$ cat src/rtl/params.sv
// Environment-wide geometry and word widths shared by the environment and its
// maintenance engines. Modules take these as parameter defaults so a small
// grid can be elaborated without editing this file.
package params_pkg;
   localparam int X_bits      = 8;
   localparam int Y_bits      = 8;
   localparam int SIGNAL_bits = 8;
   localparam int PIXELS_X    = 160;
   localparam int PIXELS_Y    = 120;
endpackage

$ cat src/rtl/env_decay_sweeper.sv
// env_decay_sweeper: walks every environment cell in X-major order and writes
// back its pheromone signal reduced by DECAY_STEP (saturating at 0), leaving
// the sugar bit untouched. A sweep starts on a start pulse or automatically
// SWEEP_PERIOD idle cycles after the previous one (0 disables auto-start).
// An ant-side writer owning the write port (hold=1) stalls the cursor.
//
// Optional feature macro: ENV_SWEEP_SKIP_ZERO_EN -- when defined, cells whose
// signal is already 0 are visited but not written.
//
// Handshake: write_flag is a single-cycle write strobe; the environment
// commits {write_X, write_Y, write_signal, write_sugar} on the rising edge
// where write_flag=1. There is no back-pressure other than hold, which both
// suppresses write_flag and freezes the cursor for that cycle.
module env_decay_sweeper #(
   parameter int X_bits                        = params_pkg::X_bits,
   parameter int Y_bits                        = params_pkg::Y_bits,
   parameter int SIGNAL_bits                   = params_pkg::SIGNAL_bits,
   parameter int PIXELS_X                      = params_pkg::PIXELS_X,
   parameter int PIXELS_Y                      = params_pkg::PIXELS_Y,
   parameter logic [SIGNAL_bits-1:0] DECAY_STEP = SIGNAL_bits'(1),
   parameter int unsigned SWEEP_PERIOD         = 1024
) (
   input  logic                   newLocClock,
   input  logic                   RESET_SIM,
   input  logic                   start,
   input  logic                   hold,
   output logic [X_bits-1:0]      lookup_X,
   output logic [Y_bits-1:0]      lookup_Y,
   input  logic [SIGNAL_bits-1:0] lookup_signal,
   input  logic                   lookup_sugar,
   output logic [X_bits-1:0]      write_X,
   output logic [Y_bits-1:0]      write_Y,
   output logic [SIGNAL_bits-1:0] write_signal,
   output logic                   write_sugar,
   output logic                   write_flag,
   output logic                   busy,
   output logic                   sweep_done,
   output logic [1:0]             state_dbg
);

   typedef enum logic [1:0] {
      IDLE  = 2'd0,
      SWEEP = 2'd1,
      DONE  = 2'd2
   } state_t;

   localparam logic [X_bits-1:0] LAST_X      = X_bits'(PIXELS_X - 1);
   localparam logic [Y_bits-1:0] LAST_Y      = Y_bits'(PIXELS_Y - 1);
   localparam bit                AUTO_EN     = (SWEEP_PERIOD != 0);
   localparam logic [31:0]       PERIOD_LAST = AUTO_EN ? 32'(SWEEP_PERIOD - 1) : 32'd0;

   state_t                 state;
   logic [X_bits-1:0]      cur_x;
   logic [Y_bits-1:0]      cur_y;
   logic [31:0]            period_cnt;
   logic                   auto_start;
   logic                   last_x;
   logic                   last_cell;
   logic                   skip_cell;
   logic [SIGNAL_bits-1:0] decayed;

   assign auto_start = AUTO_EN && (period_cnt == PERIOD_LAST);
   assign last_x     = (cur_x == LAST_X);
   assign last_cell  = last_x && (cur_y == LAST_Y);
   assign state_dbg  = state;

   // Addresses always follow the cursor; outside a sweep that is (0,0).
   assign lookup_X = cur_x;
   assign lookup_Y = cur_y;
   assign write_X  = cur_x;
   assign write_Y  = cur_y;

`ifdef ENV_SWEEP_SKIP_ZERO_EN
   // A cell already at 0 would be rewritten with 0, so leave the port free.
   assign skip_cell = (lookup_signal == '0);
`else
   assign skip_cell = 1'b0;
`endif

   // Saturating decay of the value read back for the current cell.
   always_comb begin
      decayed = '0;
      if (lookup_signal >= DECAY_STEP)
         decayed = lookup_signal - DECAY_STEP;
   end

   // Write-port drive: only active while sweeping, quiet zeros otherwise.
   always_comb begin
      write_flag   = 1'b0;
      write_signal = '0;
      write_sugar  = 1'b0;
      if (state == SWEEP) begin
         write_flag   = !hold && !skip_cell;
         write_signal = decayed;
         write_sugar  = lookup_sugar;
      end
   end

   // Sweep controller: state, cursor, idle-period counter and status flags.
   always_ff @(posedge newLocClock) begin
      if (RESET_SIM) begin
         state      <= IDLE;
         cur_x      <= '0;
         cur_y      <= '0;
         period_cnt <= '0;
         busy       <= 1'b0;
         sweep_done <= 1'b0;
      end else begin
         sweep_done <= 1'b0;
         case (state)
            IDLE: begin
               if (start || auto_start) begin
                  state <= SWEEP;
                  busy  <= 1'b1;
                  cur_x <= '0;
                  cur_y <= '0;
               end else begin
                  period_cnt <= period_cnt + 32'd1;
               end
            end
            SWEEP: begin
               // Skipped cells still advance; only hold freezes the cursor.
               if (!hold) begin
                  if (last_cell) begin
                     state      <= DONE;
                     busy       <= 1'b0;
                     sweep_done <= 1'b1;
                     cur_x      <= '0;
                     cur_y      <= '0;
                  end else if (last_x) begin
                     cur_x <= '0;
                     cur_y <= cur_y + 1'b1;
                  end else begin
                     cur_x <= cur_x + 1'b1;
                  end
               end
            end
            DONE: begin
               state      <= IDLE;
               period_cnt <= '0;
            end
            default: begin
               state <= IDLE;
               busy  <= 1'b0;
            end
         endcase
      end
   end

endmodule

$ cat config.mk
export PLATFORM = sky130hd
export DESIGN_NAME = env_decay_sweeper
export DESIGN_NICKNAME = d
export VERILOG_FILES = /design/src/rtl/params.sv /design/src/rtl/env_decay_sweeper.sv
export SDC_FILE = /design/constraint.sdc
export NUM_CORES = 1
export LEC_CHECK = 0
export BUFFER_PORTS_ARGS = -buffer_cell sky130_fd_sc_hd__buf_2
export CELL_PAD_IN_SITES_DETAIL_PLACEMENT = 1
export CELL_PAD_IN_SITES_GLOBAL_PLACEMENT = 1
export CORE_ASPECT_RATIO = 2
export CORE_MARGIN = 2
export CORE_UTILIZATION = 40
export CTS_CLUSTER_SIZE = 24
export DETAILED_ROUTE_END_ITERATION = 16
export GPL_TIMING_DRIVEN = 0
export PLACE_DENSITY_LB_ADDON = 0.1
export SYNTH_ARGS = -nofsm -noshare
export SYNTH_HDL_FRONTEND = slang
export SYNTH_SLANG_ARGS = --single-unit
$ cat constraint.sdc
create_clock -name newLocClock -period 3.19 [get_ports newLocClock]
set_input_delay 0.638 -clock newLocClock [delete_from_list [all_inputs] [get_ports newLocClock]]
set_output_delay 0.638 -clock newLocClock [all_outputs]
set_load 0.02 [all_outputs]
* After elaboration in Yosys (flattened, before gate mapping)
Cells that the tools add are included.
W data, S select, Z words.
** Cells by class
- $add $sub $neg :: 4
- Multiply operators :: 0
- Div/mod/pow operators :: 0
- $lt $le $gt $ge :: 1
- Equal/unequal tests :: 10
- Shift-type cells :: 0
- Muxes and demuxes :: 24
- Bitwise gates (word level) :: 2
- Reductions and logical operators :: 12
** Operators with widths (number)
- $mux W8 :: 9
- $pmux W32 S2 :: 1
- $add A32 B1 Y32 const B :: 1
- $eq A32 B10 Y1 const B :: 1
- $mux W32 :: 1
- $pmux W8 S2 :: 2
- $add A8 B1 Y8 const B :: 2
- $eq A8 B7 Y1 const B :: 1
- $eq A8 B8 Y1 const B :: 1
- $ge A8 B1 Y1 const B :: 1
- $ne A2 B2 Y1 const B :: 4
- $reduce_and A4 Y1 :: 2
- $sub A8 B1 Y8 const B :: 1
- $mux W1 :: 6
- $mux W2 :: 3
- $reduce_and A3 Y1 :: 2
- $pmux W2 S2 :: 1
- $reduce_bool A2 Y1 :: 2
- $ne A3 B3 Y1 const B :: 1
- $pmux W1 S3 :: 1
- $reduce_or A3 Y1 :: 1
- $eq A2 B1 Y1 const B :: 1
- $eq A2 B2 Y1 const B :: 1
- $logic_not A2 Y1 :: 1
- other kinds (5) :: 6
** Word-level totals
- Flip-flop bits (word level) :: 52
- Bits in latches :: 0
- Bits in writable memories :: 0
- Memory bits (read-only) :: 0
- Input port bits :: 13
- Output and inout port bits :: 46
- Word-level logic and storage cells :: 59
- Memories kept :: 0

* Depth between registers and ports, before layout
Gate-level depths: netlist of run 1.
- Depth in word-level cells :: 5
- Gate-level depth with buffers :: 8
- Mapped depth without buffers :: 7

* Least setup slack after synthesis of run 1
Ideal clock, no wire load.
- Kind :: in2out
- Start :: in lookup_signal[4]
- End :: out write_signal[2]
- Arrival time :: 2091 ps
- Data required time :: 2552 ps
- Slack :: 461 ps
- Stages on the path :: 4
- Path buffers :: 0
- Cells stage by stage :: nor4_1 -> nand2_1 -> o41ai_1 -> nor2_1
** On the way
- Cells in the longest elaborated chain, start to end :: 3
** Ends and longest elaborated chain
- from (decl) :: RTL line env_decay_sweeper.sv:29 : input logic [SIGNAL_bits-1:0] lookup_signal,
- $ge A8 B1 Y1 :: RTL line env_decay_sweeper.sv:83 : if (lookup_signal >= DECAY_STEP)
- $mux W8 :: RTL line env_decay_sweeper.sv:83
- $mux W8 :: RTL line env_decay_sweeper.sv:92 : if (state == SWEEP) begin
- to (decl) :: RTL line env_decay_sweeper.sv:33 : output logic [SIGNAL_bits-1:0] write_signal,
Every way passes these cells.

* Worst setup path after layout of run 1
- Start :: in lookup_signal[4]
- End :: out write_signal[1]
Same word-level chain as after synthesis.

==> flow_summary.toml, run 1 <==
[timing]
layout_setup_ws_ns = 0.4028
rsz0062_at_grt = "no"
slew_violations = 0
worstMarginPinSlew_ns = 0.7343
fin_crit_sh_pct = 87.37
fin_crit_ns = 2.787
hold_viol_final = 0
clock_skew_ns = 0.008074
slew_headroom_pct = 50.75
setup_viol = 0
max_freq_ghz = 0.3588

[global_routing]
antenna_found_initial = 0
grt_use_total_pct = 24.42
grt_first_pass_wirelength_um = 15870
grt_max_degree = 16
grt_pass1_vias = 3312
gr-total-overflow = 0

[routing]
drtPass1Iterations = 4
route.detailed.drc = 0
viasPerCell = 5.962
drt_wl_total_um = 9575
postRouteAntennaNets = 0
vias = 3154
drt_iter0_markers = 68
wl_per_cell_um = 18.10

[run_status]
status = "finished clean"

[placement]
place_congestion = 0.8370
placed_area_um2 = 3428
hpwl_um = 7369
post-place-ws_ns = -0.06514
io_buffers = 58

[setup_path]
cp_num_buf_inv = 2
crit_chain = "buf_2 > nor4_1 > nand2_1 > o41ai_2 > nor2_1 > buf_2"
path_max_fanout = 8
crit_slowest_cell = "o41ai_2"
crit_arrival_ns = 2.15
timing.rr.end = "lookup_X[7]$_SDFFE_PP0P_"
cp.required_ns = 2.55
r2r_cells = 5
crit_family = "simple AND/OR/NAND/NOR gates"
start_kind = "input pin"
cpMostUsedCell = "buf_2"
setup.worst_path.class = "in -> out"
cp-end-kind = "output pin"
r2r_setup_slack_ns = 0.49
r2r-start = "period_cnt[20]$_SDFFE_PP0P_"
max_stage_delay_ns = 0.59

[worst_hold_path]
min_from = "period_cnt[1]$_SDFFE_PP0P_"
holdPathEnd = "period_cnt[1]$_SDFFE_PP0P_"
min_path_type = "reg -> reg"
whs_path_depth = 2

[clock_tree]
cts_max_level = 2
clock_sinks = 52
cts_buffers = 5
post_cts_buffers = 0
cts_hold_buf = 0
cts-root-buf = "clkbuf_16"
clock_latency_ns = 0.30
post_cts_resize_count = 1
path_clk_slew_ns = 0.07
clockBufferDepth = 2
cts_tree = "done"

[floorplan]
num_rows = 44
die-area_um2 = 8311
num_io_pins = 59
die_y_um = 126.9
die_x_um = 65.47
initial_utilization_pct = 41.60
coreArea_um2 = 7267

[logic_synthesis]
synthFlopType = "dfxtp_1"
synth_edf_count = 0
synthesis.instances = 371
syn_area_um2 = 3023
post_synth_num_cell_types = 54
ys_async_sr_fraction_pct = 0
syn_avg_cell_area_um2 = 8.148
synth_seq_cells = 52
ys_warn_count = 0
synth-seq-area-share_pct = 34.44
syn-num-nets = 389

[final_layout]
diodes = 0
fin_area_um2 = 3586
area_delta_synth_final_pct = 18.63
final_common_cell = "buf_2"
final_nets = 454
drive_gt1_share_pct = 22.65
mostFrequentLayoutCells = "buf_2, dfxtp_1, nand2_1"

[power]
powerDensity_nw_per_um2 = 374.9
irDropWorstVdd_mv = 0.2527
p_leak_nw = 1.384

[flow_run]
max_cap_violations = 0
-- worst max-delay path by stage --
stage	from	end	slack, ns	cells after the start
after floorplan	lookup_signal[4]	write_signal[2]	0.46	4
after global placement	lookup_signal[4]	write_signal[1]	-0.02	6
after detailed placement	lookup_signal[4]	write_signal[1]	-0.07	6
after CTS	lookup_signal[4]	write_signal[1]	0.34	6
after global routing	lookup_signal[4]	write_signal[5]	0.22	6
final	lookup_signal[4]	write_signal[1]	0.40	6
-- synthesized netlist by cell type (all sizes together), types with 5 or more instances --
library cell	instances	area share [%]
or4	10	2.5
and3	5	1.0
a21oi	14	2.3
nand3	22	3.6
or3	7	1.4
o211ai	15	3.7
o31ai	7	1.9
o21ai	15	2.5
o311ai	7	2.3
dfxtp	52	34
nand2	32	4.0
a211oi	5	1.4
nor2	24	3.0
nor2b	5	1.0
inv	8	0.99
nor3	15	2.8
o41ai	8	2.3
buf	17	4.1
ha	5	2.1
and2	5	1.0
clkbuf	15	1.9
nor4	6	1.2
nand2b	14	2.9
nand4	8	1.7
-- state kept, by name, summed over array words and instances, names as in the netlist --
| name | flops |
|---|---|
| sweep_done | 1 |
| lookup_Y | 8 |
| lookup_X | 8 |
| period_cnt | 32 |
| state_dbg | 2 |
| busy | 1 |
-- layout make-up --
type | count | area, um2
Buffer | 32 | 181.4
Clock buffer | 7 | 142.6
Clock inverter | 1 | 7.507
Fill cell | 932 | 3681
Inverter | 8 | 30.03
Multi-Input combinational cell | 279 | 1778
Sequential cell | 52 | 1041
Tap cell | 92 | 115.1
Timing Repair Buffer | 58 | 290.3
-- metrics by stage --
step | power [mW] | hold slack, ns | setup TNS (ns) | std cells | utilization, %
floorplan | 0.7479 | 0.4500 | 0 | 371 | -
global placement | 0.7974 | 0.4801 | -0.05880 | 521 | 47.18
detailed placement | 0.8000 | 0.4902 | -0.3307 | 521 | 47.18
CTS | 1.361 | 0.5007 | 0 | 529 | 49.35
global route | 1.396 | 0.5345 | 0 | 529 | 49.35
finish | 1.344 | 0.4979 | 0 | 529 | 49.35
-- power by group --
part	total, mW	internal [mW]	switching, mW
Sequential	0.658	0.653	0.00456
Clock	0.559	0.313	0.246
Combinational	0.127	0.0396	0.0878
-- layer usage --
layer / global-route usage, % / share of wire, % / vias up
li1: - / - / 1531
met1: 23.64 / 36 / 1544
met2: 49.04 / 58 / 58
met3: 2.571 / 2.9 / 21
met4: 10.66 / 3.0 / 0
met5: 0 / 0 / -
-- logic make-up after synthesis --
kind of cell | share of synthesized area [%]
simple gates | 31.91
compound gates | 22.23
flops | 34.44
buf+inv | 6.995
xor+xnor | 2.028
fa+ha+maj | 2.070
mux | 0.3311
-- worst min-delay path, cell delays in order (launching register included) --
cell     delay (ns)
dfxtp_1        0.33
nand3_1        0.07
a21oi_1        0.06
No activity file was read; power rests on OpenSTA's default activity.
==> inputs of run 2 (changes only) <==
--- a/config.mk
+++ b/config.mk
@@ -10,7 +10,7 @@
 export CELL_PAD_IN_SITES_GLOBAL_PLACEMENT = 1
 export CORE_ASPECT_RATIO = 2
 export CORE_MARGIN = 2
-export CORE_UTILIZATION = 40
+export CORE_UTILIZATION = 41
 export CTS_CLUSTER_SIZE = 24
 export DETAILED_ROUTE_END_ITERATION = 16
 export GPL_TIMING_DRIVEN = 0
==> run 2 against run 1 <==
Net effect:
- sequential cell count is the same
- clock skew down 0.0014 ns
- critical path depth did not move
- sequential share of layout area decreased by 0.11 points
- largest power group unchanged
==> flow_summary.toml, run 2 (synthesized netlist as in run 1, its figures left out) <==
[timing]
setup_viol = 0
layout_setup_ws_ns = 0.1806
fin_crit_ns = 3.009
worstMarginPinSlew_ns = 0.7682
clock_skew_ns = 0.006718
max_freq_ghz = 0.3323
fin_crit_sh_pct = 94.34
rsz0062_at_grt = "no"
hold_viol_final = 0
slew_violations = 0
slew_headroom_pct = 48.23

[final_layout]
top_register = "period_cnt"
mostFrequentLayoutCells = "buf_2, dfxtp_1, nand2_1"
diodes = 0
largest_reg_flops = 32
area_delta_synth_final_pct = 19.08
final_common_cell = "buf_2"
final_nets = 454
drive_gt1_share_pct = 22.65
stdcell_count = 529

[clock_tree]
cts_tree = "done"
cts_max_level = 2
cts_buffers = 5
cts-root-buf = "clkbuf_16"
post_cts_resize_count = 1
clock_sinks = 52
post_cts_buffers = 0
path_clk_slew_ns = 0.07
clock_latency_ns = 0.30
cts_hold_buf = 0
clockBufferDepth = 2

[run_status]
status = "finished clean"

[routing]
drt_wl_total_um = 9412
postRouteAntennaNets = 0
wl_per_cell_um = 17.79
route.detailed.drc = 0
viasPerCell = 5.975
wl_met3_um = 281
vias = 3161
drt-met1-wl_um = 3437
drtPass1Iterations = 4
drt_iter0_markers = 97
route.top_layer_used = "met4"
wl_met2_um = 5384

[placement]
post-place-ws_ns = -0.3013
io_buffers = 58
place_congestion = 0.7848
place_inst = 521
hpwl_um = 7311

[power]
pwr-share-comb_pct = 9.0
clock_power_share_pct = 44.3
swShare_pct = 24.50
seqPwrFrac_pct = 46.7
p_total_mw = 1.408
p_int_mw = 1.063
p_leak_nw = 1.395
irDropWorstVdd_mv = 0.2752
p_switching_mw = 0.3449
powerDensity_nw_per_um2 = 391.1

[global_routing]
grt_pass1_vias = 3215
grt_first_pass_wirelength_um = 15640
antenna_found_initial = 0
gr-total-overflow = 0
grt_max_degree = 16
grt_use_total_pct = 24.49

[setup_path]
max_stage_delay_ns = 0.64
cpMostUsedCell = "buf_2"
cp-end-kind = "output pin"
crit_slowest_cell = "o41ai_2"
crit_chain = "buf_2 > nor4_1 > nand2_1 > o41ai_2 > nor2_1 > buf_2"
r2r_cells = 6
crit_arrival_ns = 2.37
start_kind = "input pin"
path_max_fanout = 8
cp.required_ns = 2.55
setup.worst_path.class = "in -> out"

[floorplan]
die-area_um2 = 8117
initial_utilization_pct = 41.92
num_rows = 44
die_x_um = 64.72
num_io_pins = 59
coreArea_um2 = 7212
die_y_um = 125.4

[flow_run]
max_cap_violations = 0

[worst_hold_path]
whs_path_depth = 2
min_path_type = "reg -> reg"
## run 2: cell type report
type	instances	area, um2
fillers	907	3612
multi-input cells	279	1778
flip-flops and latches	52	1041
repair buffers	58	290.3
plain buffers	32	181.4
clock buffers	6	128.9
well taps	92	115.1
clock inverters	2	35.03
inverters	8	30.03
## run 2: power groups by stage
| stage | sequential (mW) | clock [mW] | combinational (mW) |
|---|---|---|---|
| 6_report | 0.658 | 0.623 | 0.127 |
| 3_3_place_gp | 0.673 | 0 | 0.124 |
| 3_5_place_dp | 0.673 | 0 | 0.126 |
| 2_1_floorplan | 0.675 | 0 | 0.0725 |
| 5_1_grt | 0.658 | 0.657 | 0.139 |
| 4_1_cts | 0.658 | 0.632 | 0.128 |
## run 2: stage by stage
| stage | util [%] | TNS, ns | hold slack, ns | area [um2] |
|---|---|---|---|---|
| after floorplan | - | 0 | 0.4500 | 3023 |
| after global placement | 47.54 | -1.072 | 0.4804 | 3428 |
| after detailed placement | 47.54 | -2.118 | 0.4918 | 3428 |
| after CTS | 49.91 | 0 | 0.5024 | 3600 |
| after global routing | 49.91 | 0 | 0.5265 | 3600 |
| final | 49.91 | 0 | 0.4991 | 3600 |
## run 2: worst paths after layout
check / endpoint / start / slack, ns
worst max-delay path: write_signal[4] / lookup_signal[4] / 0.18
worst min-delay path: period_cnt[31]$_SDFFE_PP0P_ / period_cnt[31]$_SDFFE_PP0P_ / 0.50
worst max register to register: period_cnt[23]$_SDFFE_PP0P_ / period_cnt[3]$_SDFFE_PP0P_ / 0.54
worst min register to register: period_cnt[31]$_SDFFE_PP0P_ / period_cnt[31]$_SDFFE_PP0P_ / 0.50
## run 2: worst max-delay path, delay by kind of cell
| kind | cells | cell delay, ns |
|---|---|---|
| AO/OA/AOI/OAI | 1 | 0.64 |
| buffers and inverters | 2 | 0.31 |
| AND/OR/NAND/NOR | 3 | 0.77 |
## run 2: layer usage
layer / up-vias / track usage [%]
met1: 1533 / 24.56
met3: 22 / 3.507
met5: - / 0
li1: 1533 / -
met2: 73 / 47.06
met4: 0 / 11.64
